===== config.mk =====
export PLATFORM = sky130hd
export DESIGN_NAME = cv32e40x_lsu_resp_tracker
export DESIGN_NICKNAME = d
export VERILOG_FILES = /design/src/rtl/cv32e40x_lsu_resp_tracker.sv
export SDC_FILE = /design/constraint.sdc
export NUM_CORES = 1
export LEC_CHECK = 0
export CAP_MARGIN = 20
export CORE_ASPECT_RATIO = 1.2
export CORE_MARGIN = 2
export CORE_UTILIZATION = 43
export DETAILED_ROUTE_END_ITERATION = 16
export PLACE_DENSITY = 0.77
export SKIP_CTS_REPAIR_TIMING = 1
export SYNTH_ARGS = -nofsm -noshare
export SYNTH_HDL_FRONTEND = slang
export SYNTH_SLANG_ARGS = --single-unit

===== constraint.sdc =====
create_clock -name clk -period 2 [get_ports clk]
set_clock_uncertainty 0.15 [all_clocks]
set_input_delay 0.3 -clock clk [delete_from_list [all_inputs] [get_ports clk]]
set_output_delay 0.3 -clock clk [all_outputs]
set_load 0.05 [all_outputs]

===== src/rtl/cv32e40x_lsu_resp_tracker.sv =====
// LSU response tracker: gates OBI request handshakes, tracks up to DEPTH outstanding transfers,
// early-acks bufferable transfers and records the first bus error seen on an early-acked one.
module cv32e40x_lsu_resp_tracker #(
  parameter int DEPTH      = 2,
  parameter int META_WIDTH = 4,
  parameter int ADDR_WIDTH = 32
) (
  input  logic                  clk,
  input  logic                  rst,
  input  logic                  early_ack_en_i,
  input  logic                  core_req_valid_i,
  output logic                  core_req_ready_o,
  input  logic                  core_req_we_i,
  input  logic                  core_req_bufferable_i,
  input  logic [ADDR_WIDTH-1:0] core_req_addr_i,
  input  logic [META_WIDTH-1:0] core_req_meta_i,
  output logic                  bus_req_valid_o,
  input  logic                  bus_req_ready_i,
  input  logic                  bus_resp_valid_i,
  input  logic [31:0]           bus_resp_rdata_i,
  input  logic                  bus_resp_err_i,
  output logic                  core_resp_valid_o,
  output logic [31:0]           core_resp_rdata_o,
  output logic                  core_resp_err_o,
  output logic                  core_resp_store_o,
  output logic [META_WIDTH-1:0] core_resp_meta_o,
  output logic                  busy_o,
  output logic                  bus_busy_o,
  output logic                  wr_err_valid_o,
  output logic [ADDR_WIDTH-1:0] wr_err_addr_o,
  input  logic                  wr_err_clear_i
);

  localparam int PTR_W = (DEPTH > 1) ? $clog2(DEPTH) : 1;
  localparam int CNT_W = $clog2(DEPTH + 1);
  localparam logic [PTR_W-1:0] LAST_PTR = PTR_W'(DEPTH - 1);
  localparam logic [CNT_W-1:0] FULL_CNT = CNT_W'(DEPTH);
  localparam logic [CNT_W-1:0] ONE_CNT  = CNT_W'(1);

  logic                  ent_buf  [DEPTH];
  logic                  ent_we   [DEPTH];
  logic [ADDR_WIDTH-1:0] ent_addr [DEPTH];
  logic [META_WIDTH-1:0] ent_meta [DEPTH];

  logic [PTR_W-1:0] wr_ptr_q, core_rd_q, bus_rd_q;
  logic [CNT_W-1:0] bus_cnt_q, core_cnt_q;
  logic             wr_err_valid_q;
  logic [ADDR_WIDTH-1:0] wr_err_addr_q;

  logic bus_full, accept, bus_retire, retire_buf, absorb_err;
  logic head_buf, resp_valid, resp_fwd;

  function automatic logic [PTR_W-1:0] ptr_inc(input logic [PTR_W-1:0] p);
    return (p == LAST_PTR) ? '0 : p + 1'b1;
  endfunction

  // Fullness is judged on bus_cnt so an entry stays allocated until the bus retires it.
  assign bus_full         = (bus_cnt_q == FULL_CNT);
  assign bus_req_valid_o  = !rst && core_req_valid_i && !bus_full;
  assign core_req_ready_o = bus_req_ready_i && !bus_full;
  assign accept           = bus_req_valid_o && bus_req_ready_i;

  assign bus_retire = bus_resp_valid_i && (bus_cnt_q != '0);
  assign retire_buf = ent_buf[bus_rd_q];
  assign absorb_err = bus_retire && retire_buf && bus_resp_err_i;

  assign head_buf = ent_buf[core_rd_q];

  // A non-bufferable head may only answer once the bus has caught up with it.
  always_comb begin
    resp_valid = 1'b0;
    if (!rst && (core_cnt_q != '0)) begin
      resp_valid = head_buf ? 1'b1 : ((bus_rd_q == core_rd_q) && bus_resp_valid_i);
    end
  end

  assign resp_fwd          = resp_valid && !head_buf;
  assign core_resp_valid_o = resp_valid;
  assign core_resp_rdata_o = resp_fwd ? bus_resp_rdata_i : 32'h0;
  assign core_resp_err_o   = resp_fwd && bus_resp_err_i;
  assign core_resp_store_o = ent_we[core_rd_q];
  assign core_resp_meta_o  = ent_meta[core_rd_q];

  assign bus_busy_o     = (bus_cnt_q != '0);
  assign busy_o         = bus_busy_o || (!rst && core_req_valid_i);
  assign wr_err_valid_o = wr_err_valid_q;
  assign wr_err_addr_o  = wr_err_addr_q;

  always_ff @(posedge clk) begin
    if (rst) begin
      wr_ptr_q       <= '0;
      core_rd_q      <= '0;
      bus_rd_q       <= '0;
      bus_cnt_q      <= '0;
      core_cnt_q     <= '0;
      wr_err_valid_q <= 1'b0;
      wr_err_addr_q  <= '0;
      for (int i = 0; i < DEPTH; i++) begin
        ent_buf[i]  <= 1'b0;
        ent_we[i]   <= 1'b0;
        ent_addr[i] <= '0;
        ent_meta[i] <= '0;
      end
    end else begin
      if (accept) begin
        ent_buf[wr_ptr_q]  <= core_req_bufferable_i && early_ack_en_i;
        ent_we[wr_ptr_q]   <= core_req_we_i;
        ent_addr[wr_ptr_q] <= core_req_addr_i;
        ent_meta[wr_ptr_q] <= core_req_meta_i;
        wr_ptr_q           <= ptr_inc(wr_ptr_q);
      end
      if (bus_retire) bus_rd_q <= ptr_inc(bus_rd_q);
      if (resp_valid) core_rd_q <= ptr_inc(core_rd_q);

      if (accept && !bus_retire)      bus_cnt_q <= bus_cnt_q + ONE_CNT;
      else if (!accept && bus_retire) bus_cnt_q <= bus_cnt_q - ONE_CNT;

      if (accept && !resp_valid)      core_cnt_q <= core_cnt_q + ONE_CNT;
      else if (!accept && resp_valid) core_cnt_q <= core_cnt_q - ONE_CNT;

      // A fresh error outranks a simultaneous clear; later errors wait until cleared.
      if (absorb_err && !wr_err_valid_q) begin
        wr_err_valid_q <= 1'b1;
        wr_err_addr_q  <= ent_addr[bus_rd_q];
      end else if (wr_err_clear_i) begin
        wr_err_valid_q <= 1'b0;
      end
    end
  end

  a_no_orphan_resp: assert property (@(posedge clk) disable iff (rst)
    !(bus_resp_valid_i && (bus_cnt_q == '0)));
  a_core_not_behind_bus: assert property (@(posedge clk) disable iff (rst)
    core_cnt_q <= bus_cnt_q);
  a_cnt_range: assert property (@(posedge clk) disable iff (rst)
    bus_cnt_q <= FULL_CNT);

endmodule

## Word level (Yosys, flattened, before mapping)

Memories as Yosys holds them, arrays and structs flattened. A register that Yosys moved wholly into a read port is not among the register bits.
Index checks and enable logic that the tools add are counted.
Widths: inputs -> output; s select.

- Add/sub/neg operators: 7
- $mul: 0
- Div/mod/pow operators: 0
- Magnitude comparators: 0
- Equal/unequal tests: 2
- Shifts and indexed selects: 0
- Muxes and demuxes: 37
- Bitwise operators: 0
- Reductions and logical operators: 34

Operator list:

| kind | number |
|---|---|
| $mux 32 | 2 |
| $reduce_or 32->1 | 1 |
| $mux 1 | 30 |
| $logic_and 1x1->1 | 17 |
| $reduce_bool 2->1 | 5 |
| $mux 2 | 4 |
| $logic_not 1->1 | 7 |
| $add 2x1->2 const B | 2 |
| $mux 4 | 1 |
| $reduce_or 4->1 | 1 |
| $sub 2x1->2 const B | 2 |
| $add 1x1->1 const B | 3 |
| $eq 2x2->1 const B | 1 |
| $reduce_or 1->1 | 2 |
| $eq 1x1->1 | 1 |
| $logic_or 1x1->1 | 1 |

- Register bits after elaboration: 8
- Bits in latches: 0
- Memory bits (writable): 76
- Bits in read-only memories: 0
- Input port bits: 78
- Output and inout bits: 76
- Word-level logic and storage cells: 90
- Memories: 4

Memories:

| name | words | width | rd ports | clocked after Yosys merged registers in | wr ports | line | RTL |
|---|---|---|---|---|---|---|---|
| ent_addr | 2 | 32 | 1 | 1 | 2 | 42 | `logic [ADDR_WIDTH-1:0] ent_addr [DEPTH];` |
| ent_meta | 2 | 4 | 1 | 1 | 2 | 43 | `logic [META_WIDTH-1:0] ent_meta [DEPTH];` |
| ent_buf | 2 | 1 | 2 | 2 | 2 | 40 | `logic ent_buf [DEPTH];` |
| ent_we | 2 | 1 | 1 | 1 | 2 | 41 | `logic ent_we [DEPTH];` |

## Logic depth before layout (Yosys ltp)

Gate-level depths: netlist (run 1).

- Word-level depth: 9
- Gate-level depth with buffers: 8
- Depth with buffers taken out: 7

## Worst setup path before layout (run 1)

OpenSTA, ideal clock, no wires.

- Kind: reg2out
- Start: register (tool-made name)
- End: output port core_resp_err_o
- Data arrival time: 1.612 ns
- Required time: 1.550 ns
- Slack: -0.062 ns
- Stages on the path, launching flop included: 6
- Path buffers: 2
- Cells stage by stage: dfxtp_1 buf_6 mux2_4 and4b_2 buf_6 and2_1

RTL lines:

| element | line | RTL |
|---|---|---|
| end, declared | 24 | `output logic core_resp_err_o,` |

==> results of run 1 <==
[critical path, delay by kind of cell, from the launching register on]
family | cells | cell delay [ns]
muxes | 1 | 0.30
and+or+nand+nor | 2 | 0.55
buffers and inverters | 2 | 0.30
DFF | 1 | 0.40
[stage by stage]
stage                     cell area [µm²]  worst slack (ns)  hold WS [ns]   util
after floorplan                      5340            0.0407         0.317      -
after global placement               7530            -0.181         0.330  0.625
after detailed placement             7530            -0.254         0.350  0.625
after CTS                            8140            -0.434         0.236  0.675
after global routing                 8300            -0.466         0.252  0.688
final                                8300            -0.408         0.251  0.688
[cell families (layout without fill, tap and decap cells)]
| group | after synthesis | in the layout |
|---|---|---|
| and+or+nand+nor | 137 | 137 |
| adders and majority gates | 2 | 2 |
| buffers and inverters | 40 | 222 |
| xor gates and xnor gates | 6 | 6 |
| muxes | 41 | 41 |
| DFF | 118 | 118 |
| AOI/OAI and AO/OA | 76 | 76 |
[cell type report]
type	instances	area, µm²
sequential	118	3130
fill	849	3760
clock buffer	21	493
inverter	4	15.0
multi-input combinational	262	2040
tap	161	201
timing repair buffer	186	2310
clock inverter	11	119
[power breakdown]
group,total (W),leakage [nW],internal [W],switching (W)
Clock,0.00306,0.292,0.00201,0.00105
Sequential,0.00297,1.13,0.00283,0.000133
Combinational,0.00258,2.19,0.00114,0.00145
Total,0.00860,3.61,0.00598,0.00263
[routing by layer]
layer  global-route usage  up-vias  wire length (µm)
li1                     -     1867                 -
met5                    0        -                 0
met1                0.231     1922              5250
met4               0.0933        0               368
met3               0.0584       25               872
met2                0.372      164              7280
[registers in the layout (all words and copies together) (netlist names), named ones only]
register	flops
ent_buf	2
ent_addr	64
core_rd_q	1
wr_err_addr_o	32
core_cnt_q	2
ent_we	2
wr_ptr_q	1
ent_meta	8
wr_err_valid_o	1
bus_rd_q	1
bus_cnt_q	2
[cell usage in the layout, fill, tap and decap left out, types with 3 or more instances in the layout]
cell | Yosys | routed
sky130_fd_sc_hd__edfxtp_1 | 76 | 76
sky130_fd_sc_hd__clkdlybuf4s50_1 | 0 | 76
sky130_fd_sc_hd__and2_1 | 108 | 75
sky130_fd_sc_hd__buf_12 | 0 | 44
sky130_fd_sc_hd__dfxtp_1 | 42 | 40
sky130_fd_sc_hd__buf_4 | 2 | 33
sky130_fd_sc_hd__mux2i_1 | 32 | 32
sky130_fd_sc_hd__a31oi_1 | 32 | 32
sky130_fd_sc_hd__dlymetal6s2s_1 | 0 | 31
sky130_fd_sc_hd__a211oi_1 | 21 | 21
sky130_fd_sc_hd__and2_4 | 0 | 20
sky130_fd_sc_hd__clkbuf_16 | 0 | 20
sky130_fd_sc_hd__and2_2 | 0 | 13
sky130_fd_sc_hd__a211oi_2 | 11 | 11
sky130_fd_sc_hd__mux2_2 | 7 | 7
sky130_fd_sc_hd__nor2_1 | 7 | 7
sky130_fd_sc_hd__inv_1 | 4 | 4
sky130_fd_sc_hd__xor2_1 | 4 | 4
sky130_fd_sc_hd__a21oi_1 | 4 | 4
sky130_fd_sc_hd__clkinv_2 | 0 | 4
sky130_fd_sc_hd__clkinvlp_4 | 0 | 4
sky130_fd_sc_hd__nand2b_1 | 3 | 3
sky130_fd_sc_hd__o21ai_0 | 3 | 3
sky130_fd_sc_hd__and3_1 | 3 | 3
[worst max-delay path by stage]
stage / endpoint / cells past startpoint
floorplan: core_resp_rdata_o[12] / 4
global placement: bus_cnt_q[1] / 6
detailed placement: core_cnt_q[1] / 6
CTS: core_resp_rdata_o[23] / 5
global route: core_resp_rdata_o[24] / 5
finish: core_resp_rdata_o[23] / 5
==> run summary, run 1 <==
Summed over all layers, the global routing overflow is 0. Synthesis produced a netlist with a net count of 500. Data on the critical path arrives at its endpoint at 1.96 ns.

The slack of the critical path was -0.408 ns. For the worst-skew pair, the clock arrives at the later sink with an insertion delay of 0.40 ns. After synthesis, the largest family of logic cells by area is simple AND/OR/NAND/NOR gates. The multiplexer area fraction after synthesis was 0.0811. The logs give 39 for the pin count of the biggest net entering global routing and 3978 for the total via count after detailed routing.

Origin of the worst setup path: ent_buf[0]. The simple-gate portion of the synthesized area was 0.162. The y dimension of the die came out at 126 µm.

The starting density of the core was 0.439. The xor-xnor portion of the synthesized cell area was 0.00993; the worst-case reg-to-reg path depth was 5. After detailed routing, the number of remaining DRC violations is 0. Critical-path cell with the highest stage delay: sky130_fd_sc_hd__edfxtp_1. The tools report the H-tree depth as 4. Achievable clock frequency: 415 MHz. The type of destination of the critical path is an output port.

The number of global-route vias before repair is 4174, and the gate count of the mapped netlist is 420. Once detail routing completed, the nets flagged for antenna violations numbered 0. After synthesis the netlist holds a flip-flop and latch count of 118. The startpoint of the most critical register-to-register path was ent_buf[0]. At the pin with the least slew margin, the transition time is 0.587 ns. Dividing the detail-routed wire length by the instance count gives 18.1 µm.

The violation count after the first detailed-routing iteration was 200. In the synthesized netlist, the cells that appear most often are sky130_fd_sc_hd__and2_1 (108), sky130_fd_sc_hd__edfxtp_1 (76), sky130_fd_sc_hd__dfxtp_1 (42), sky130_fd_sc_hd__a31oi_1 (32), sky130_fd_sc_hd__mux2i_1 (32). The die covers 0.0132 mm².

At the end of the flow, the number of nets in the layout was 669. The design draws 0.00860 W. Measured along the x axis, the die boundary spans 105 µm. Of all cell types, the one taking the most synthesized area is sky130_fd_sc_hd__edfxtp_1. Walking the worst path, the cells encountered are mux2_4 -> and4b_2 -> buf_12 -> and2_4 -> buf_12. The first-pass GRT wire length was 21.3 mm; the share of async-settable or async-resettable flops after synthesis was 0.

The cell sitting at the root of the clock tree is a sky130_fd_sc_hd__clkbuf_16. The fraction of the mapped netlist area in adder cells is 0.00473. The tools report the number of endpoints with negative hold slack in the final report as 0. The most used flip-flop cell after synthesis is sky130_fd_sc_hd__edfxtp_1. Category of the worst setup path launch point: a register. The worst IR drop on VDD was 0.646 mV; the final cell count without fillers was 763. The critical path in this run is classified as reg2out. The number of cells in the design after placement is 728, and the post-CTS clock slew at the launch and capture registers of the worst setup and hold paths is 0.05 ns. In this design, the critical path's most frequently occurring cell is sky130_fd_sc_hd__buf_12. The number of antenna violations at the first check in global routing is 0. Counting along the longest clock path gives a buffer depth of 2.

The worst register-to-register path has a setup slack of 0.05 ns. The most frequently used cell type in the post-synthesis netlist was sky130_fd_sc_hd__and2_1. The type of the worst min-delay path was in2reg.

Routability-driven placement finished with a final weighted congestion of 0.866. Post-synthesis compound-gate area fraction: 0.108. Along the worst path, the maximum fanout reaches 17.

The time the final worst path needs with I/O delays and setup was 2.41 ns. Using the TritonRoute via totals, the vias-per-cell ratio works out to 5.21. The fraction of final layout cells sized beyond drive strength 1 is 0.292, and the number of iterations in the first detailed-routing pass is 4.

The final antenna diode count came out at 0. In this run the critical register-to-register path is captured at wr_err_addr_o[22]. The average footprint of a synthesized cell was 12.6 µm²; the number of flops mapped to enable cells by yosys was 76.

The worst hold path was traced through 3 stages. For the mapped cell area, the log shows 0.00529 mm². The logs give 44 for the number of standard-cell rows in the floorplan and 3.61 nW for the leakage dissipation. The checks that failed: setup timing.

Setup violations remaining at the end of the flow were counted as 33. Across the run, the number of max-cap violations was 0. The CTS buffer count is 17, and the half-perimeter wire length of the detailed placement result is 9.41 mm. The number of slew-limit violations in the final report was 0. The run finished, with violations left.

The global-route total usage across every layer was 0.209. The relative area change from synthesis to final layout came out at 56.8%. Setup repair after global routing could not meet its margin everywhere. The sequential-to-total area share from yosys stat was 0.590. The path with the worst hold slack has its endpoint at bus_rd_q. Summed over all failing endpoints, the final setup total negative slack is -12.66 ns.

The share of Yosys cell area claimed by the top area cell type was 0.431; the count of warnings emitted by yosys was 0. For this run, the slowest stage of the critical path takes 0.40 ns. By area the synthesized netlist is led by sky130_fd_sc_hd__edfxtp_1 (43%), sky130_fd_sc_hd__dfxtp_1 (16%), sky130_fd_sc_hd__and2_1 (13%). The distinct cell type count after synthesis was 36; the post-route clock period utilization was 1.20. The startpoint identified for the worst hold timing path is rst. The post-detailed-routing wire length is 13.8 mm. The I/O pin total was 154. The core region is 0.0121 mm².

At the worst endpoint, the required time is 1.55 ns. The worst max-slew margin expressed relative to the limit came out at 0.608. TritonCTS built the clock tree. The tree built by TritonCTS fans out to 118 sinks. Count of port buffers added during placement: 153. The power density over cell area works out to 1040 mW/mm².
Power figures use the tool's default switching activity.
==> inputs of run 2 (changes only) <==
- SLEW_MARGIN: default -> 20
==> results of run 2 <==
No change in the layout: final DEF, timing and power equal those of run 1.
